[config.mk]
export PLATFORM = sky130hd
export DESIGN_NAME = io_responder_m
export DESIGN_NICKNAME = d
export VERILOG_FILES = /design/src/rtl/io_pkg.sv /design/src/rtl/controller_poller_m.sv /design/src/rtl/io_responder_m.sv
export SDC_FILE = /design/constraint.sdc
export NUM_CORES = 1
export LEC_CHECK = 0
export ABC_CLOCK_PERIOD_IN_PS = 1880
export CAP_MARGIN = 30
export CORE_UTILIZATION = 50
export DETAILED_ROUTE_END_ITERATION = 10
export MAX_ROUTING_LAYER = met4
export PLACE_DENSITY = 0.72
export SLEW_MARGIN = 25
export SYNTH_ARGS = -nofsm -noshare
export SYNTH_HDL_FRONTEND = slang
export SYNTH_SLANG_ARGS = --single-unit
[constraint.sdc]
create_clock -name clk -period 1.88 [get_ports clk]
set_input_delay 0.376 -clock clk [delete_from_list [all_inputs] [get_ports clk]]
set_output_delay 0.376 -clock clk [all_outputs]
set_load 0.03 [all_outputs]
[src/rtl/io_pkg.sv]
// io_pkg: definitions shared by the CPU I/O responder and the address decoder.
//   - poll_state_t : controller poll FSM states
//   - BTN_*        : bit positions inside a committed button byte (1 = pressed)
//   - IO_ADDR_*    : CPU addresses of the I/O window 0x7000-0x7003
//   - flag_byte()  : widens a single status flag to a read-data byte
package io_pkg;

  typedef enum logic [2:0] {
    ST_IDLE   = 3'd0,
    ST_LATCH  = 3'd1,
    ST_LOW    = 3'd2,
    ST_HIGH   = 3'd3,
    ST_COMMIT = 3'd4
  } poll_state_t;

  localparam int unsigned BTN_A      = 7;
  localparam int unsigned BTN_B      = 6;
  localparam int unsigned BTN_SELECT = 5;
  localparam int unsigned BTN_START  = 4;
  localparam int unsigned BTN_UP     = 3;
  localparam int unsigned BTN_DOWN   = 2;
  localparam int unsigned BTN_LEFT   = 1;
  localparam int unsigned BTN_RIGHT  = 0;

  localparam logic [15:0] IO_ADDR_IN_VBLANK      = 16'h7000;
  localparam logic [15:0] IO_ADDR_CLR_VBLANK_IRQ = 16'h7001;
  localparam logic [15:0] IO_ADDR_CONTROLLER_1   = 16'h7002;
  localparam logic [15:0] IO_ADDR_CONTROLLER_2   = 16'h7003;

  function automatic logic [7:0] flag_byte(input logic flag);
    return {7'b0, flag};
  endfunction

endpackage

[src/rtl/controller_poller_m.sv]
// controller_poller_m: polls two NES-style serial controllers once per frame.
// On vblank_start (while idle) it pulses ctrl_latch for CLK_DIV cycles, then
// runs 8 LOW/HIGH ctrl_clk phases of CLK_DIV cycles each, sampling both data
// pins on the last LOW cycle of every bit, and finally copies both shift
// registers into the visible button bytes in a single COMMIT cycle.
// Ports:
//   clk, rst               : clock, synchronous active-high reset
//   vblank_start           : one-cycle frame-start pulse
//   ctrl_data_1/2          : serial data, active-low (0 = pressed)
//   ctrl_latch, ctrl_clk   : shared controller latch / shift clock (registered)
//   buttons_1, buttons_2   : committed button bytes, 1 = pressed, A at bit 7
module controller_poller_m
  import io_pkg::*;
#(
  parameter int unsigned CLK_DIV = 8
) (
  input  logic       clk,
  input  logic       rst,
  input  logic       vblank_start,
  input  logic       ctrl_data_1,
  input  logic       ctrl_data_2,
  output logic       ctrl_latch,
  output logic       ctrl_clk,
  output logic [7:0] buttons_1,
  output logic [7:0] buttons_2
);

  localparam int unsigned PW = $clog2(CLK_DIV + 1);
  // Phase counter counts down to zero; loaded on every state entry so each
  // state lasts exactly CLK_DIV cycles.
  localparam logic [PW-1:0] PHASE_LOAD = PW'(CLK_DIV - 1);

  poll_state_t   state;
  logic [PW-1:0] phase;
  logic [2:0]    bit_cnt;
  logic [7:0]    shift_1;
  logic [7:0]    shift_2;
  logic          phase_done;

  assign phase_done = (phase == '0);

  always_ff @(posedge clk) begin
    if (rst) begin
      state      <= ST_IDLE;
      phase      <= '0;
      bit_cnt    <= '0;
      shift_1    <= '0;
      shift_2    <= '0;
      buttons_1  <= '0;
      buttons_2  <= '0;
      ctrl_latch <= 1'b0;
      ctrl_clk   <= 1'b0;
    end else begin
      case (state)
        ST_IDLE: begin
          if (vblank_start) begin
            state      <= ST_LATCH;
            phase      <= PHASE_LOAD;
            ctrl_latch <= 1'b1;
          end
        end

        ST_LATCH: begin
          if (phase_done) begin
            state      <= ST_LOW;
            phase      <= PHASE_LOAD;
            ctrl_latch <= 1'b0;
            ctrl_clk   <= 1'b0;
          end else begin
            phase <= phase - PW'(1);
          end
        end

        ST_LOW: begin
          if (phase_done) begin
            // Data is inverted on capture so that a stored 1 means pressed;
            // the first bit (A) ends up at bit 7 after eight shifts.
            shift_1  <= {shift_1[6:0], ~ctrl_data_1};
            shift_2  <= {shift_2[6:0], ~ctrl_data_2};
            state    <= ST_HIGH;
            phase    <= PHASE_LOAD;
            ctrl_clk <= 1'b1;
          end else begin
            phase <= phase - PW'(1);
          end
        end

        ST_HIGH: begin
          if (phase_done) begin
            ctrl_clk <= 1'b0;
            bit_cnt  <= bit_cnt + 3'd1;
            phase    <= PHASE_LOAD;
            if (bit_cnt == 3'd7) begin
              state <= ST_COMMIT;
            end else begin
              state <= ST_LOW;
            end
          end else begin
            phase <= phase - PW'(1);
          end
        end

        ST_COMMIT: begin
          // Both bytes update on the same edge so the CPU never sees a
          // half-shifted or mismatched pair.
          buttons_1 <= shift_1;
          buttons_2 <= shift_2;
          state     <= ST_IDLE;
        end

        default: begin
          state      <= ST_IDLE;
          ctrl_latch <= 1'b0;
          ctrl_clk   <= 1'b0;
        end
      endcase
    end
  end

endmodule

[src/rtl/io_responder_m.sv]
// io_responder_m: CPU I/O window responder for 0x7000-0x7003.
//   0x7000 in_vblank      : read {7'b0, vblank}
//   0x7001 clr_vblank_irq : read {7'b0, vblank_irq}; any access clears the IRQ
//   0x7002 controller_1   : read committed button byte of controller 1
//   0x7003 controller_2   : read committed button byte of controller 2
// Ports:
//   clk, rst                     : clock, synchronous active-high reset
//   cpu_access, cpu_rwb          : bus cycle strobe, 1 = read / 0 = write
//   SELECT_*                     : one-hot decoded selects from the decoder
//   cpu_data_out, cpu_data_oe    : combinational read data and bus enable
//   vblank, vblank_start         : video timing level and frame-start pulse
//   vblank_irq                   : vblank interrupt latch output
//   ctrl_latch, ctrl_clk         : shared controller latch / shift clock
//   ctrl_data_1, ctrl_data_2     : controller serial data, active-low
module io_responder_m
  import io_pkg::*;
#(
  parameter int unsigned CLK_DIV = 8
) (
  input  logic       clk,
  input  logic       rst,
  input  logic       cpu_access,
  input  logic       cpu_rwb,
  input  logic       SELECT_in_vblank,
  input  logic       SELECT_clr_vblank_irq,
  input  logic       SELECT_controller_1,
  input  logic       SELECT_controller_2,
  output logic [7:0] cpu_data_out,
  output logic       cpu_data_oe,
  input  logic       vblank,
  input  logic       vblank_start,
  output logic       vblank_irq,
  output logic       ctrl_latch,
  output logic       ctrl_clk,
  input  logic       ctrl_data_1,
  input  logic       ctrl_data_2
);

  logic [7:0] buttons_1;
  logic [7:0] buttons_2;
  logic       any_select;

  controller_poller_m #(
    .CLK_DIV (CLK_DIV)
  ) u_poller (
    .clk          (clk),
    .rst          (rst),
    .vblank_start (vblank_start),
    .ctrl_data_1  (ctrl_data_1),
    .ctrl_data_2  (ctrl_data_2),
    .ctrl_latch   (ctrl_latch),
    .ctrl_clk     (ctrl_clk),
    .buttons_1    (buttons_1),
    .buttons_2    (buttons_2)
  );

  // Set has priority over a same-cycle clear so a new frame's IRQ is never lost.
  always_ff @(posedge clk) begin
    if (rst) begin
      vblank_irq <= 1'b0;
    end else if (vblank_start) begin
      vblank_irq <= 1'b1;
    end else if (cpu_access && SELECT_clr_vblank_irq) begin
      vblank_irq <= 1'b0;
    end
  end

  assign any_select = SELECT_in_vblank | SELECT_clr_vblank_irq |
                      SELECT_controller_1 | SELECT_controller_2;

  always_comb begin
    cpu_data_oe  = cpu_rwb & any_select;
    cpu_data_out = '0;
    if (cpu_rwb) begin
      if (SELECT_in_vblank) begin
        cpu_data_out = flag_byte(vblank);
      end else if (SELECT_clr_vblank_irq) begin
        cpu_data_out = flag_byte(vblank_irq);
      end else if (SELECT_controller_1) begin
        cpu_data_out = buttons_1;
      end else if (SELECT_controller_2) begin
        cpu_data_out = buttons_2;
      end
    end
  end

endmodule

==> impl_results.rst, run 1 <==
.. list-table::
   :header-rows: 1

   * - Metric
     - Value
   * - End of the worst register-to-register path
     - u_poller.bit_cnt[0]
   * - Total number of vias
     - 1897
   * - Sum of net half-perimeters after detailed placement
     - 3100 microns
   * - Wire length reported by the detailed router
     - 4700 microns
   * - Number of stages on the worst hold path
     - 2
   * - Sequential cell area
     - 901 sq um
   * - Worst slew margin relative to its limit
     - 60.3%
   * - Total global-route track usage
     - 25.7%
   * - Avg Vias per Cell
     - 5.85
   * - Max IR drop VDD
     - 0.000545 V
   * - Antenna violations before repair
     - 0
   * - Wire length of the first global-routing pass
     - 8430 microns
   * - #FFs+latches synth
     - 45
   * - Count of cells along the worst register-to-register path
     - 5
   * - Antenna violation net count after detailed routing
     - 0
   * - Commonest non-fill, non-tap cells in the layout
     - dfxtp_1 (45), a21oi_1 (40), nand2_1 (39), buf_4 (19), nand4_1 (16)
   * - Share of layout cells above drive strength 1
     - 14.1%
   * - CTS Buffer Depth
     - 2
   * - Final-layout worst hold slack
     - 456 ps
   * - Final Max Tran Viols
     - 0
   * - Antenna Diode Count
     - 0
   * - Number of max-cap violations
     - 0
   * - Drt drc
     - 0
   * - Final-report setup violation count
     - 0
   * - GP Congestion
     - 0.870
   * - Core box area
     - 3800 sq um
   * - Clock tree root driver cell
     - clkbuf_8
   * - Area occupied by multi-input gates
     - 1040 sq um
   * - TritonCTS clock tree
     - yes
   * - Layout-stage area growth over the synthesis result
     - 21.0%
   * - Register-to-register setup slack
     - 130 ps
   * - Number of flops mapped to enable cells by yosys
     - 0
   * - Final global-route overflow total
     - 0
   * - Setup crit start kind
     - input pin
   * - Power density over the cells
     - 758 nW/um^2
   * - Starting density of the core
     - 54.3%
   * - Measured slew at the worst slew-check pin
     - 595 ps
   * - Largest driver fanout on the critical path
     - 3
   * - Area share of the leading cell type in the synthesized netlist
     - 43.7%
   * - Total Nets Final
     - 291
   * - Ports placed on the boundary
     - 24
   * - Count of clock tree sinks
     - 45
   * - Fmax achieved
     - 0.564 GHz
   * - Filler cells
     - 346
   * - Largest net degree at the start of global routing
     - 45
   * - Yosys warnings
     - 0
   * - Source of the critical timing path
     - SELECT_controller_2
   * - First-iteration detailed-routing DRC count
     - 141
   * - Fraction of the yosys area taken by sequential cells
     - 43.7%
   * - HP Start
     - u_poller.buttons_2[6]
   * - Required time worst endpoint
     - 1500 ps
   * - Dominant cells by area after synthesis
     - dfxtp_1 (44%), a21oi_1 (9.7%), nand2_1 (7.1%)
   * - Number of clock buffers inserted by TritonCTS
     - 5
   * - Number of global-route vias before repair
     - 1841
   * - Classification of the worst setup path
     - input pin to primary output
   * - Commonest non-fill, non-tap cell in the layout
     - dfxtp_1
   * - Wire length per cell after detailed routing
     - 14.5 microns
   * - Detailed-routing iteration count for the pre-antenna-repair pass
     - 4
   * - Most area-hungry cell type in the Yosys netlist
     - dfxtp_1
   * - Post-Syn Nets
     - 268
   * - Post-route fraction of the period consumed by the critical path
     - 94.3%
   * - Number of rows in the core area
     - 22
   * - Final critical delay including setup and external delays
     - 1770 ps
   * - Unrepaired setup endpoints after global routing
     - false
   * - Hold Fails Final Rpt
     - 0
   * - Proportion of synthesized flip-flops having asynchronous set or reset
     - 0%
   * - Standby leakage power
     - 0.875 nW
   * - Die Height
     - 66.2 microns
   * - Clk pin slew, worst setup/hold paths
     - 70 ps
   * - Hold bufs inserted after CTS
     - 0
   * - Status
     - complete, no violations
   * - Arrival time reported for the critical path endpoint
     - 1400 ps
   * - Element type at the critical path end
     - primary output
   * - Beginning of the worst register-to-register path
     - u_poller.phase[0]
   * - H-tree depth reported by CTS
     - 2
   * - Avg Synthesized Cell Area
     - 8.16 sq um
   * - Worst min-delay path class
     - flip-flop to flip-flop
   * - Pwr Total
     - 1.89 mW
   * - Gate count after technology mapping
     - 253
   * - Clock latency on the worst-skew pair
     - 300 ps
   * - Width of the die
     - 66.2 microns
   * - Input/output buffers
     - 23
   * - Die footprint
     - 4390 sq um
   * - Netlist Area Pre-Place
     - 2060 sq um
   * - Cell variety after synth
     - 39
   * - Final setup skew
     - 4.18 ps
   * - Top flip-flop cell by instance count after synthesis
     - dfxtp_1
   * - Hold path endpoint
     - u_poller.buttons_2[6]
-- critical path, stage by stage --
cell	delay, ps
dlygate4sd2_1	220
buf_6	110
nand3b_1	70
a221o_1	320
a21boi_1	120
buf_4	180
-- state kept, by name, summed over array words and instances, names as in the netlist --
| signal | cells |
|---|---|
| u_poller.shift_2 | 8 |
| u_poller.bit_cnt | 3 |
| u_poller.buttons_2 | 8 |
| u_poller.shift_1 | 8 |
| u_poller.buttons_1 | 8 |
| u_poller.ctrl_latch | 1 |
| vblank_irq | 1 |
| u_poller.state | 3 |
| u_poller.ctrl_clk | 1 |
| u_poller.phase | 4 |
-- power by group --
group | total [mW] | switching, mW | internal, mW
Sequential | 1.01 | 0.0294 | 0.976
Clock | 0.603 | 0.311 | 0.292
Combinational | 0.283 | 0.161 | 0.122
Total | 1.89 | 0.502 | 1.39
-- timing repair --
action | in CTS | in global routing
setup endpoints to repair | 9 | 7
setup buffers | 3 | 0
resized for setup | 13 | 2
hold endpoints to repair | 0 | 0
pin swaps | 8 | 1
-- synth_stat cells, drive strengths merged, types with 3 or more instances --
| cell type | n |
|---|---|
| a211oi | 5 |
| a21oi | 40 |
| a31oi | 3 |
| buf | 6 |
| clkbuf | 19 |
| dfxtp | 45 |
| ha | 3 |
| inv | 6 |
| mux2i | 6 |
| nand2 | 39 |
| nand4 | 16 |
| nor2 | 12 |
| nor3 | 3 |
| o21ai | 9 |
| o31ai | 14 |
-- stage by stage --
step	std cells	utilization, %	instance area [sq um]	setup slack (ps)	TNS [ps]
3_5_place_dp	314	62.4	2370	-310	-1840
6_report	324	65.7	2500	107	0
2_1_floorplan	253	-	2060	74.7	0
5_1_grt	324	65.7	2500	7.26	0
3_3_place_gp	314	62.4	2370	-293	-1590
4_1_cts	324	65.8	2500	21.1	0
-- worst max path at each step --
stage	endpoint	slack, ps	cells after the start
finish	cpu_data_out[0]	110	6
detailed placement	cpu_data_oe	-310	3
global route	u_poller.ctrl_clk	7	6
floorplan	cpu_data_out[2]	70	3
CTS	cpu_data_out[2]	20	6
global placement	cpu_data_oe	-290	3
-- cell type report --
type                       count  area share, %
inverter                       6          0.902
sequential                    45           36.1
timing repair buffer          41           15.3
multi-input combinational    177           41.9
tap                           48           2.41
clock buffer                   7           3.46
-- per-layer routing --
metal / share of wire [%] / wire length [microns] / global-route usage (%) / up-vias
met4: 1.2 / 55 / 10.4 / 0
met2: 48 / 2280 / 40.6 / 54
met3: 4.3 / 202 / 4.31 / 5
met5: 0 / 0 / - / -
met1: 46 / 2170 / 32.7 / 874
li1: - / - / - / 964
-- logic make-up (layout without fill, tap and decap cells) --
| family | Yosys count | after routing | share of synthesized area [%] |
|---|---|---|---|
| AO/OA/AOI/OAI | 80 | 80 | 23.5 |
| adder cells (fa/ha/maj) | 3 | 3 | 1.82 |
| buffers and inverters | 31 | 54 | 6.25 |
| flip-flops | 45 | 45 | 43.7 |
| multiplexers | 6 | 6 | 2.91 |
| AND/OR/NAND/NOR | 88 | 88 | 21.8 |
(Power assumes the default switching activity.)
==> run 2: changes to the inputs <==
Settings changed: CORE_MARGIN from default to 4, CORE_UTILIZATION 50 to 55, PLACE_DENSITY 0.72 to 0.79.
==> impl_results.rst, run 2 (same netlist as run 1, synthesis figures left out) <==
.. list-table::
   :header-rows: 1

   * - Metric
     - Value
   * - Status
     - complete, no violations
   * - Library cell contributing the largest single delay on the critical path
     - o41a_1
   * - Internal Dissipation
     - 1.37 mW
   * - Wire length of the first global-routing pass
     - 8160 microns
   * - Final-layout worst hold slack
     - 457 ps
   * - Final-report setup violation count
     - 0
   * - Drt drc
     - 0
   * - Largest net degree at the start of global routing
     - 45
   * - Commonest non-fill, non-tap cells in the layout
     - dfxtp_1 (45), a21oi_1 (40), nand2_1 (39), buf_4 (17), nand4_1 (16)
   * - Share of layout cells above drive strength 1
     - 14.4%
   * - Number of max-cap violations
     - 0
   * - Clock latency on the worst-skew pair
     - 290 ps
   * - Crit path top cell by count
     - dlygate4sd2_1
   * - Total Nets Final
     - 292
   * - Final setup skew
     - 4.75 ps
   * - Pre-CTS WS
     - -322 ps
   * - Commonest non-fill, non-tap cell in the layout
     - dfxtp_1
   * - Total global-route track usage
     - 21.2%
   * - Avg Vias per Cell
     - 5.98
   * - Final global-route overflow total
     - 0
   * - Largest driver fanout on the critical path
     - 2
   * - Detailed-routing iteration count for the pre-antenna-repair pass
     - 4
   * - Arrival time reported for the critical path endpoint
     - 1400 ps
   * - Hold Fails Final Rpt
     - 0
   * - Starting density of the core
     - 59.5%
   * - Die Height
     - 69.3 microns
   * - Post-place instance area
     - 2370 sq um
   * - CTS Buffer Depth
     - 2
   * - Input/output buffers
     - 23
   * - Final Max Tran Viols
     - 0
   * - Layout-stage area growth over the synthesis result
     - 22.5%
   * - Setup crit start kind
     - input pin
   * - Worst slew margin relative to its limit
     - 60.4%
   * - Core box area
     - 3470 sq um
   * - Die footprint
     - 4800 sq um
   * - Total number of vias
     - 1938
   * - Clock tree root driver cell
     - clkbuf_8
   * - Part of the power in combinational logic
     - 15.9%
   * - TritonCTS clock tree
     - yes
   * - Count of clock tree sinks
     - 45
   * - Width of the die
     - 69.3 microns
   * - Standby leakage power
     - 0.877 nW
   * - Antenna Diode Count
     - 0
   * - Wire length per cell after detailed routing
     - 14.5 microns
   * - Filler cells
     - 285
   * - Placed cell count
     - 312
   * - Number of buffers and inverters on the critical path
     - 2
   * - Required time worst endpoint
     - 1500 ps
   * - Measured slew at the worst slew-check pin
     - 593 ps
   * - Unrepaired setup endpoints after global routing
     - false
   * - Pwr Total
     - 1.87 mW
   * - Utilization after layout
     - 72.9%
   * - Number of rows in the core area
     - 21
   * - Switching power of the nets
     - 0.495 mW
   * - Sequential group share of total power
     - 53.7%
   * - Power density over the cells
     - 738 nW/um^2
   * - First-iteration detailed-routing DRC count
     - 179
   * - Classification of the worst setup path
     - input pin to primary output
   * - Number of clock buffers inserted by TritonCTS
     - 5
   * - Proportion of power drawn by the clock network
     - 30.5%
   * - Series of cell instances along the critical path
     - dlygate4sd2_1, o41a_1, dlygate4sd2_1
   * - Post-route fraction of the period consumed by the critical path
     - 94.5%
   * - Post-route standard cell area excluding fillers
     - 2530 sq um
   * - Summed negative setup slack over all endpoints
     - 0 ps
   * - Element type at the critical path end
     - primary output
   * - GP Congestion
     - 0.843
   * - Fraction of power spent switching nets
     - 26.5%
   * - Worst min-delay path class
     - flip-flop to flip-flop
   * - Number of global-route vias before repair
     - 1773
   * - Crit path largest cell delay
     - 410 ps
   * - Category of cells accounting for the largest share of critical-path delay
     - buffers and inverters
   * - Fmax achieved
     - 0.563 GHz
   * - Wire length reported by the detailed router
     - 4710 microns
   * - Final standard cell count with taps included and fillers excluded
     - 324
   * - Clk pin slew, worst setup/hold paths
     - 80 ps
   * - Antenna violation net count after detailed routing
     - 0
   * - Max IR drop VDD
     - 0.000541 V
   * - Post-route worst setup slack
     - 103 ps
   * - Final critical delay including setup and external delays
     - 1780 ps
   * - H-tree depth reported by CTS
     - 2
   * - Antenna violations before repair
     - 0
   * - Ports placed on the boundary
     - 24
   * - Sum of net half-perimeters after detailed placement
     - 3060 microns
==> run 2: layout make-up <==
| cell class | instances | area (sq um) | area share (%) |
|---|---|---|---|
| Multi-Input combinational cell | 177 | 1050 | 41.6 |
| Sequential cell | 45 | 901 | 35.6 |
| Timing Repair Buffer | 42 | 414 | 16.4 |
| Clock buffer | 8 | 80.1 | 3.17 |
| Tap cell | 46 | 57.6 | 2.28 |
| Inverter | 6 | 22.5 | 0.891 |
==> run 2: power groups by stage <==
| stage | Clock, mW | Combinational, mW | Sequential, mW |
|---|---|---|---|
| final | 0.568 | 0.296 | 1.00 |
| after global routing | 0.615 | 0.325 | 1.01 |
| after CTS | 0.574 | 0.294 | 1.00 |
| after detailed placement | 0 | 0.278 | 1.02 |
| after global placement | 0 | 0.277 | 1.02 |
| after floorplan | 0 | 0.178 | 1.02 |
==> run 2: layer usage <==
metal	part of all wire, %	routed length (microns)	track usage [%]	vias up
met3	5.6	264	4.35	15
met2	45	2100	30.4	56
met4	2.7	125	9.76	0
met5	0	0	-	-
li1	-	-	-	972
met1	47	2220	28.5	895
==> run 2: final timing paths <==
kind / start / endpoint / slack (ps) / cells after the start
hold reg to reg: u_poller.buttons_1[5] / u_poller.buttons_1[5] / 460 / 2
setup / recovery: SELECT_controller_2 / cpu_data_oe / 100 / 3
hold / removal: u_poller.buttons_1[5] / u_poller.buttons_1[5] / 460 / 2
setup reg to reg: u_poller.phase[0] / u_poller.bit_cnt[0] / 130 / 5
==> run 2: worst min-delay path: cells and delay by family (launching register included) <==
family | cells | cell delay [ps]
flip-flops | 1 | 310
AND/OR/NAND/NOR | 1 | 50
AO/OA/AOI/OAI | 1 | 50
==> run 2: repair_timing <==
item | CTS | global route
resized for setup | 16 | 2
hold buffers | 0 | 0
pin swaps | 4 | 2
setup buffers | 4 | 0
endpoints found under the setup margin | 9 | 1
==> run 3: changes to the inputs <==
Settings changed: GPL_ROUTABILITY_DRIVEN from default to 0, PLACE_DENSITY 0.79 to 0.85.
==> impl_results.rst, run 3 (same netlist as run 1, synthesis figures left out) <==
.. list-table::
   :header-rows: 1

   * - Metric
     - Value
   * - Status
     - complete, no violations
   * - Number of global-route vias before repair
     - 1771
   * - Commonest non-fill, non-tap cell in the layout
     - dfxtp_1
   * - Clock tree root driver cell
     - clkbuf_8
   * - Sum of net half-perimeters after detailed placement
     - 3060 microns
   * - Total global-route track usage
     - 20.4%
   * - Number of buffers and inverters on the critical path
     - 3
   * - Largest driver fanout on the critical path
     - 3
   * - Wire length of the first global-routing pass
     - 7900 microns
   * - Standby leakage power
     - 0.876 nW
   * - Internal Dissipation
     - 1.43 mW
   * - Die footprint
     - 4800 sq um
   * - Avg Vias per Cell
     - 5.95
   * - Series of cell instances along the critical path
     - dlygate4sd2_1, buf_4, nand3b_1, a221o_1, a21boi_1, buf_4
   * - Commonest non-fill, non-tap cells in the layout
     - dfxtp_1 (45), a21oi_1 (40), nand2_1 (39), buf_4 (19), nand4_1 (16)
   * - Worst min-delay path class
     - flip-flop to flip-flop
   * - Final critical delay including setup and external delays
     - 1830 ps
   * - Classification of the worst setup path
     - input pin to primary output
   * - Proportion of power drawn by the clock network
     - 33.7%
   * - CTS Buffer Depth
     - 2
   * - Number of rows in the core area
     - 21
   * - Part of the power in combinational logic
     - 14.5%
   * - Number of stages on the worst hold path
     - 2
   * - Wire length per cell after detailed routing
     - 14.3 microns
   * - Number of max-cap violations
     - 0
   * - Met3 track demand over resource
     - 3.91%
   * - Final global-route overflow total
     - 0
   * - Wire length reported by the detailed router
     - 4620 microns
   * - H-tree depth reported by CTS
     - 2
   * - Sequential group share of total power
     - 51.7%
   * - Number of clock buffers inserted by TritonCTS
     - 5
   * - Detailed-routing iteration count for the pre-antenna-repair pass
     - 5
   * - Fmax achieved
     - 0.546 GHz
   * - Core box area
     - 3470 sq um
   * - Post-route standard cell area excluding fillers
     - 2530 sq um
   * - Fraction of power spent switching nets
     - 26.5%
   * - Total Nets Final
     - 291
   * - Antenna violation net count after detailed routing
     - 0
   * - Summed negative setup slack over all endpoints
     - 0 ps
   * - Final setup skew
     - 3.50 ps
   * - Crit path top cell by count
     - buf_4
   * - Antenna violations before repair
     - 0
   * - Pre-CTS WS
     - -332 ps
   * - Met1 track utilization from global routing
     - 25.1%
   * - Power density over the cells
     - 768 nW/um^2
   * - Library cell contributing the largest single delay on the critical path
     - a221o_1
   * - Count of clock tree sinks
     - 45
   * - Setup crit start kind
     - input pin
   * - Crit path largest cell delay
     - 320 ps
   * - Arrival time reported for the critical path endpoint
     - 1450 ps
   * - Post-route fraction of the period consumed by the critical path
     - 97.4%
   * - End of the worst register-to-register path
     - u_poller.bit_cnt[0]
   * - Largest net degree at the start of global routing
     - 32
   * - GR met2 Demand/Resource
     - 31.7%
   * - Final Max Tran Viols
     - 0
   * - Measured slew at the worst slew-check pin
     - 592 ps
   * - Element type at the critical path end
     - primary output
   * - Layout-stage area growth over the synthesis result
     - 22.6%
   * - HP Start
     - u_poller.buttons_1[5]
   * - Share of layout cells above drive strength 1
     - 16.2%
   * - Max IR drop VDD
     - 0.000473 V
   * - Hold bufs inserted after CTS
     - 0
   * - Count of cells along the worst register-to-register path
     - 5
   * - Hold Fails Final Rpt
     - 0
   * - Beginning of the worst register-to-register path
     - u_poller.phase[0]
   * - Pwr Total
     - 1.94 mW
   * - Clk pin slew, worst setup/hold paths
     - 80 ps
   * - Worst slew margin relative to its limit
     - 60.5%
   * - Post-place instance area
     - 2380 sq um
   * - Starting density of the core
     - 59.5%
   * - Unrepaired setup endpoints after global routing
     - false
   * - Routing layer with the top usage in global route
     - met2
   * - Input/output buffers
     - 23
   * - Clock latency on the worst-skew pair
     - 300 ps
   * - Total number of vias
     - 1922
   * - TritonCTS clock tree
     - yes
   * - Width of the die
     - 69.3 microns
   * - Ports placed on the boundary
     - 24
   * - Register-to-register setup slack
     - 120 ps
   * - Hold path endpoint
     - u_poller.buttons_1[5]
   * - Post-route worst setup slack
     - 49.5 ps
   * - Drt drc
     - 0
   * - Final-report setup violation count
     - 0
   * - Category of cells accounting for the largest share of critical-path delay
     - buffers and inverters
   * - Die Height
     - 69.3 microns
   * - First-iteration detailed-routing DRC count
     - 182
   * - Required time worst endpoint
     - 1500 ps
   * - Antenna Diode Count
     - 0
   * - Switching power of the nets
     - 0.514 mW
[run 3: changes by cell type in the layout (fill, tap and decap cells not counted), sizes merged]
cell and delta:
clkinv +1, buf -1, clkbuf -1
[run 3: tightest hold or removal path, stage by stage (launching register included)]
cell     delay, ps
dfxtp_1        320
nand2_1         50
a21oi_1         50
[run 3: worst max-delay path by stage]
stage	start	endpoint	depth (start not counted)
final	SELECT_controller_2	cpu_data_out[0]	6
after global routing	SELECT_controller_2	cpu_data_out[0]	6
after CTS	SELECT_controller_1	cpu_data_out[0]	6
after detailed placement	SELECT_controller_2	cpu_data_oe	3
after global placement	SELECT_controller_2	cpu_data_oe	3
after floorplan	SELECT_controller_1	cpu_data_out[2]	3
[run 3: final cells by class]
class | instances | area [sq um]
fillers | 278 | 938
clock inverters | 1 | 5.00
multi-input cells | 177 | 1070
repair buffers | 41 | 378
inverters | 6 | 22.5
clock buffers | 7 | 96.3
flip-flops and latches | 45 | 901
well taps | 46 | 57.6
[run 3: power groups by stage]
stage	Sequential [mW]	Clock (mW)	Combinational [mW]
floorplan	1.02	0	0.178
global placement	1.03	0	0.271
detailed placement	1.03	0	0.276
CTS	1.00	0.664	0.280
global route	1.01	0.706	0.307
finish	1.01	0.655	0.282
[run 3: what timing repair did]
action	4_1_cts	5_1_grt
gates resized for setup	18	4
buffers inserted	2	0
setup endpoints to repair	9	3
endpoints found under the hold margin	0	0
pin swaps	4	2
[run 3: metrics by stage]
step	utilization (%)	std cells	hold slack (ps)
floorplan	-	253	432
global placement	68.5	313	442
detailed placement	68.5	313	447
CTS	72.9	323	459
global route	72.9	323	474
finish	72.9	323	458
[run 3: routing by layer]
| metal | vias to the layer above | part of all wire (%) | wire [microns] |
|---|---|---|---|
| met2 | 70 | 49 | 2280 |
| met4 | 0 | 1.1 | 50 |
| li1 | 962 | - | - |
| met5 | - | 0 | 0 |
| met3 | 6 | 5.2 | 242 |
| met1 | 884 | 44 | 2050 |
